## src/rtl/accumulate_pkg.sv

```systemverilog
// Shared definitions for the accumulator stream interface.
// Used by accumulate_driver (initiator side) and by the accumulator itself.
//   FP_W    : width of one IEEE-754 single-precision word
//   FP_ZERO : all-zero word driven on data whenever valid is low
//   state_e : one-hot state encoding of the driver FSM
package accumulate_pkg;

  localparam int              FP_W    = 32;
  localparam logic [FP_W-1:0] FP_ZERO = 32'd0;

  typedef enum logic [5:0] {
    ST_IDLE   = 6'b000001,
    ST_START  = 6'b000010,
    ST_STREAM = 6'b000100,
    ST_FLUSH  = 6'b001000,
    ST_FINISH = 6'b010000,
    ST_WAIT   = 6'b100000
  } state_e;

endpackage

```

## src/rtl/stream_addr_gen.sv

```systemverilog
// Read-address generator for a sync-read vector memory.
// A load captures the element count and rewinds the address to 0. While en
// is high and elements remain, one read is issued per cycle. valid is the
// issue strobe delayed by the one-cycle memory read latency, so it lines up
// with the returned read data; last marks the final valid of the stream.
// Ports:
//   clk, rst  : clock, synchronous active-high reset
//   load      : rewind address, capture load_len
//   load_len  : number of reads to issue (1 .. 2**ADDR_W)
//   en        : permission to issue reads this cycle
//   addr      : memory read address
//   valid     : read data for an issued address is present this cycle
//   last      : this valid is the final one of the stream
module stream_addr_gen #(
  parameter int ADDR_W = 6
) (
  input  logic              clk,
  input  logic              rst,
  input  logic              load,
  input  logic [ADDR_W:0]   load_len,
  input  logic              en,
  output logic [ADDR_W-1:0] addr,
  output logic              valid,
  output logic              last
);

  logic [ADDR_W-1:0] addr_q, addr_d;
  logic [ADDR_W:0]   rem_q, rem_d;
  logic              valid_q, valid_d;
  logic              last_q, last_d;
  logic              issue;

  assign issue = en && (rem_q != '0);

  // After the final read the address has stepped once more; for a full
  // 2**ADDR_W stream that step wraps it back to 0.
  always_comb begin
    addr_d  = addr_q;
    rem_d   = rem_q;
    valid_d = issue;
    last_d  = issue && (rem_q == (ADDR_W+1)'(1));
    if (load) begin
      addr_d = '0;
      rem_d  = load_len;
    end else if (issue) begin
      addr_d = addr_q + ADDR_W'(1);
      rem_d  = rem_q - (ADDR_W+1)'(1);
    end
  end

  always_ff @(posedge clk) begin
    if (rst) begin
      addr_q  <= '0;
      rem_q   <= '0;
      valid_q <= 1'b0;
      last_q  <= 1'b0;
    end else begin
      addr_q  <= addr_d;
      rem_q   <= rem_d;
      valid_q <= valid_d;
      last_q  <= last_d;
    end
  end

  assign addr  = addr_q;
  assign valid = valid_q;
  assign last  = last_q;

endmodule

```

## src/rtl/accumulate_driver.sv

```systemverilog
// Initiator side of the accumulator stream interface.
// On req with a non-zero len it pulses start, streams len words read from the
// vector memory as back-to-back valid/data beats, idles FLUSH_CYCLES cycles to
// drain the adder pipeline, pulses finished, then waits for acc_done and
// latches acc_result into result with a one-cycle result_valid pulse.
// req with len==0 completes immediately with result=0.
// Handshake: start, valid and finished are mutually exclusive one-cycle
// qualifiers; data is FP_ZERO whenever valid is low; acc_result is only
// sampled in a WAIT cycle where acc_done is high.
// Optional feature macro ACC_DRV_TIMEOUT_EN: a watchdog in WAIT gives up after
// TIMEOUT_CYCLES cycles without acc_done, pulsing error with result=0.
// Ports:
//   clk, rst              : clock, synchronous active-high reset
//   req, len              : launch request and element count (IDLE only)
//   mem_addr, mem_rdata   : sync-read vector memory port
//   start, valid, data,
//   finished              : stream to accumulator
//   acc_done, acc_result  : completion and sum from accumulator
//   busy                  : high in every state except IDLE
//   result, result_valid  : latched sum and its update pulse
//   error                 : watchdog pulse (constant 0 without the macro)
//   dbg_state             : current FSM state
module accumulate_driver
  import accumulate_pkg::*;
#(
  parameter int ADDR_W         = 6,
  parameter int FLUSH_CYCLES   = 8,
  parameter int TIMEOUT_CYCLES = 255
) (
  input  logic              clk,
  input  logic              rst,
  input  logic              req,
  input  logic [ADDR_W:0]   len,
  output logic [ADDR_W-1:0] mem_addr,
  input  logic [FP_W-1:0]   mem_rdata,
  output logic              start,
  output logic              valid,
  output logic [FP_W-1:0]   data,
  output logic              finished,
  input  logic              acc_done,
  input  logic [FP_W-1:0]   acc_result,
  output logic              busy,
  output logic [FP_W-1:0]   result,
  output logic              result_valid,
  output logic              error,
  output state_e            dbg_state
);

  // One counter serves both the flush drain and the WAIT watchdog.
  localparam int CNT_MAX = (TIMEOUT_CYCLES > FLUSH_CYCLES) ? TIMEOUT_CYCLES : FLUSH_CYCLES;
  localparam int CNT_W   = $clog2(CNT_MAX + 1);
  localparam logic [CNT_W-1:0] FLUSH_LAST = CNT_W'(FLUSH_CYCLES - 1);

  state_e            state_q, state_d;
  logic [CNT_W-1:0]  cnt_q, cnt_d;
  logic [FP_W-1:0]   result_q, result_d;
  logic              result_valid_q, result_valid_d;
  logic              load;
  logic              stream_en;
  logic              beat_valid;
  logic              beat_last;

  stream_addr_gen #(.ADDR_W(ADDR_W)) u_addr_gen (
    .clk      (clk),
    .rst      (rst),
    .load     (load),
    .load_len (len),
    .en       (stream_en),
    .addr     (mem_addr),
    .valid    (beat_valid),
    .last     (beat_last)
  );

  // Address 0 goes out during START so the first beat lands right after it.
  assign stream_en = (state_q == ST_START) || (state_q == ST_STREAM);

`ifdef ACC_DRV_TIMEOUT_EN
  localparam logic [CNT_W-1:0] TIMEOUT_LAST = CNT_W'(TIMEOUT_CYCLES - 1);
  logic error_q, error_d;
`endif

  always_comb begin
    state_d        = state_q;
    cnt_d          = cnt_q;
    result_d       = result_q;
    result_valid_d = 1'b0;
    load           = 1'b0;
`ifdef ACC_DRV_TIMEOUT_EN
    error_d        = 1'b0;
`endif
    case (state_q)
      ST_IDLE: begin
        if (req) begin
          if (len != '0) begin
            load    = 1'b1;
            state_d = ST_START;
          end else begin
            result_d       = FP_ZERO;
            result_valid_d = 1'b1;
          end
        end
      end
      ST_START: state_d = ST_STREAM;
      ST_STREAM: begin
        cnt_d = '0;
        if (beat_last) state_d = ST_FLUSH;
      end
      ST_FLUSH: begin
        if (cnt_q == FLUSH_LAST) begin
          cnt_d   = '0;
          state_d = ST_FINISH;
        end else begin
          cnt_d = cnt_q + CNT_W'(1);
        end
      end
      ST_FINISH: begin
        cnt_d   = '0;
        state_d = ST_WAIT;
      end
      ST_WAIT: begin
        if (acc_done) begin
          result_d       = acc_result;
          result_valid_d = 1'b1;
          state_d        = ST_IDLE;
        end
`ifdef ACC_DRV_TIMEOUT_EN
        else if (cnt_q == TIMEOUT_LAST) begin
          result_d       = FP_ZERO;
          result_valid_d = 1'b1;
          error_d        = 1'b1;
          cnt_d          = '0;
          state_d        = ST_IDLE;
        end else begin
          cnt_d = cnt_q + CNT_W'(1);
        end
`endif
      end
      default: state_d = ST_IDLE;
    endcase
  end

  always_ff @(posedge clk) begin
    if (rst) begin
      state_q        <= ST_IDLE;
      cnt_q          <= '0;
      result_q       <= FP_ZERO;
      result_valid_q <= 1'b0;
    end else begin
      state_q        <= state_d;
      cnt_q          <= cnt_d;
      result_q       <= result_d;
      result_valid_q <= result_valid_d;
    end
  end

`ifdef ACC_DRV_TIMEOUT_EN
  always_ff @(posedge clk) begin
    if (rst) error_q <= 1'b0;
    else     error_q <= error_d;
  end
  assign error = error_q;
`else
  assign error = 1'b0;
`endif

  assign start        = (state_q == ST_START);
  assign finished     = (state_q == ST_FINISH);
  assign valid        = beat_valid;
  assign data         = beat_valid ? mem_rdata : FP_ZERO;
  assign busy         = (state_q != ST_IDLE);
  assign result       = result_q;
  assign result_valid = result_valid_q;
  assign dbg_state    = state_q;

endmodule

```

## config.mk

```make
export PLATFORM = sky130hd
export DESIGN_NAME = accumulate_driver
export DESIGN_NICKNAME = d
export VERILOG_FILES = /design/src/rtl/accumulate_pkg.sv /design/src/rtl/stream_addr_gen.sv /design/src/rtl/accumulate_driver.sv
export SDC_FILE = /design/constraint.sdc
export NUM_CORES = 1
export LEC_CHECK = 0
export CAP_MARGIN = 20
export CELL_PAD_IN_SITES_DETAIL_PLACEMENT = 2
export CELL_PAD_IN_SITES_GLOBAL_PLACEMENT = 2
export CORE_UTILIZATION = 19
export DETAILED_ROUTE_END_ITERATION = 12
export PLACE_DENSITY = 0.71
export SLEW_MARGIN = 20
export SYNTH_ARGS = -nofsm -noshare
export SYNTH_HDL_FRONTEND = slang
export SYNTH_SLANG_ARGS = --single-unit
export TNS_END_PERCENT = 100
```

## constraint.sdc

```tcl
create_clock -name clk -period 1.9 [get_ports clk]
set_input_delay 0.38 -clock clk [delete_from_list [all_inputs] [get_ports clk]]
set_output_delay 0.38 -clock clk [all_outputs]
set_load 0.02 [all_outputs]
```

==> flow_summary.ini <==
[status]
outcome = finished, violations left
violations = negative setup slack

[logic_synthesis]
syn_area_sq_um = 2850
yosysMostFrequentCell = dfxtp_1
netlist.area_leader.share = 0.435
synth.avg_cell_area_sq_um = 9.61
yosys.area.top_type = dfxtp_1
async_flop_share = 0
seq_area_frac_synth = 0.435
syn_nets = 376
synth_edf_count = 0
syn_inst = 297
synth.area.top_cells = dfxtp_1 (44%), a22o_1 (9.8%), and2_1 (7.7%)
netlist_top_cells_count = dfxtp_1 (62), and2_1 (35), a22o_1 (32), nand2_1 (15), buf_2 (13)
ys_warn_count = 0
ys_seq_elements = 62
synth_ff_type = dfxtp_1
synth_cell_types = 58

[place]
gp_congestion = 0.792
place_hpwl_mm = 9.22
io_buffers = 155
dpl_cell_area_sq_um = 5030

[floorplanning]
chipWidth_microns = 125
die_h_microns = 125
start_util = 0.196
rows = 44
core_area_sq_um = 14600
fp.dieArea_sq_um = 15500
io_pins = 157

[grt]
grt_pass1_wl_mm = 19.4
antenna_found_initial = 0
grt_usage = 0.159
grt_pass1_vias = 3447
grt-ovfl-total = 0
grt_max_degree = 34

[final_layout]
diodes = 0
nFillCells = 1582
regArea_sq_um = 1260
fin_nets = 592
area_delta_synth_final_pct = 96.1
drive_above_1_share = 0.259
fin_area_sq_um = 5590
multi_input_area_sq_um = 1620

[detailed_routing]
drtIter0Drc = 120
drc_errors = 0
routedWlPerCell_microns = 18.9
ant_nets = 0
routed_wl_mm = 13.3
first_pass_iters = 4
route.detailed.vias_per_inst = 4.66
vias = 3274

[power_and_ir_drop]
ir_worst_vdd_mv = 0.474
power_density_nw_per_um2 = 643
cellLeakagePower_nw = 2.40
power.total_mw = 3.59

[sta]
setup_slack_ps = -58.1
slew_viol_final = 0
holdWs_ps = 483
finalHoldViolCount = 0
setup_viol = 4
skew_ps = 7.14
post-route-min-period_ps = 1960
tns_ps = -71.5
rsz0062_at_grt = true
max_freq_ghz = 0.511
fin_crit_sh = 1.03

[worst_hold_path]
min_path_type = reg -> reg

[worst_setup_path]
critPathArrivalTime_ps = 2170
critPathCaptureType = register
crit_fanout = 7
start_kind = register
critPathRequiredTime_ps = 2110
path_class = reg -> reg

[clock_network]
clk_pin_slew_ps = 60
clk_path_buf_depth = 2
insertion_delay_ps = 330
cts_root_buffer = clkbuf_16
cts.htree.levels = 3
numCtsBuffers = 9
tritoncts = done
cts_sinks = 62

[run]
cap_violations = 0
==> registers in the layout, indices dropped and copies added (netlist names) <==
name              cells
u_addr_gen.rem_q      7
u_addr_gen.last       1
result               32
cnt_q                 8
dbg_state             6
result_valid          1
u_addr_gen.valid      1
u_addr_gen.addr       6
==> routing by layer <==
layer  wire (microns)  vias up  GRT usage
met5                0        -          0
met4              112        0     0.0276
met3              616       13     0.0412
met2             7070      118      0.294
met1             5480     1607      0.183
li1                 -     1536          -
==> worst max-delay path, stage by stage (launching register included) <==
cell and delay, ps:
dfxtp_2 320, inv_2 80, ha_4 130, or3b_4 410, o211ai_2 220, buf_6 180
buf_6 110, nor4_1 40, a311o_1 330
==> layout make-up <==
type / count / area share
timing repair buffer: 226 / 0.388
inverter: 10 / 0.00716
tap: 184 / 0.0412
sequential: 62 / 0.225
clock inverter: 7 / 0.00895
clock buffer: 9 / 0.0403
multi-input combinational: 204 / 0.290
==> report_power, final <==
| part | switching [mW] | internal, mW | leakage (nW) |
|---|---|---|---|
| Sequential | 0.0297 | 1.32 | 0.505 |
| Clock | 0.639 | 0.883 | 0.128 |
| Combinational | 0.309 | 0.409 | 1.76 |
==> cell usage in the layout, fill, tap and decap left out, types with 3 or more instances in the layout <==
master,Yosys,layout
nand3b_1,6,6
mux2i_1,3,3
a31oi_1,8,8
dfxtp_2,0,6
o211ai_1,3,3
nor2_1,10,9
buf_4,1,57
ha_1,4,3
or4_4,0,3
dfxtp_1,62,54
clkbuf_16,0,11
or3_4,0,3
a22o_1,32,32
nand3_1,7,7
buf_6,1,11
and2_1,35,34
dlymetal6s2s_1,0,3
inv_1,10,7
o31ai_1,4,4
a21oi_1,12,9
buf_12,0,5
o21ai_0,4,4
nand2_1,15,14
clkinvlp_4,0,3
dlygate4sd2_1,0,37
nor3_1,3,3
clkdlybuf4s50_1,0,110
nor4_4,1,4
a21oi_2,0,3
==> cell families (layout without fill, tap and decap cells) <==
family	count (synthesis)	in the layout	share of synthesized area
other cells	1	1	0.00131
mux	4	4	0.0158
xor+xnor	4	4	0.0123
simple gates	108	108	0.240
fa+ha+maj	4	4	0.0175
buf+inv	31	252	0.0504
flops	62	62	0.435
compound gates	83	83	0.228
==> path summary, 6_finish.rpt <==
| kind | from | slack [ps] | to | depth (start not counted) |
|---|---|---|---|---|
| hold reg to reg | result[8]$_SDFFE_PP0P_ | 480 | result[8]$_SDFFE_PP0P_ | 1 |
| hold / removal | result[8]$_SDFFE_PP0P_ | 480 | result[8]$_SDFFE_PP0P_ | 1 |
| setup / recovery | u_addr_gen.rem_q[1]$_SDFFE_PP0P_ | -60 | u_addr_gen.rem_q[4]$_SDFFE_PP0P_ | 8 |
| setup reg to reg | u_addr_gen.rem_q[1]$_SDFFE_PP0P_ | -60 | u_addr_gen.rem_q[4]$_SDFFE_PP0P_ | 8 |
==> what timing repair did <==
item,4_1_cts,5_1_grt
cloned,0,2
pin swaps,6,23
buffers inserted,6,10
gates resized for setup,64,37
setup endpoints to repair,82,38
hold buffers,0,0
==> stage by stage <==
stage | worst slack [ps] | util | cells
finish | -58.1 | 0.383 | 702
global route | -93.2 | 0.383 | 702
CTS | -73.4 | 0.368 | 691
detailed placement | -478 | 0.345 | 669
global placement | -412 | 0.345 | 669
floorplan | -8.80 | - | 297
(Power assumes the default switching activity.)
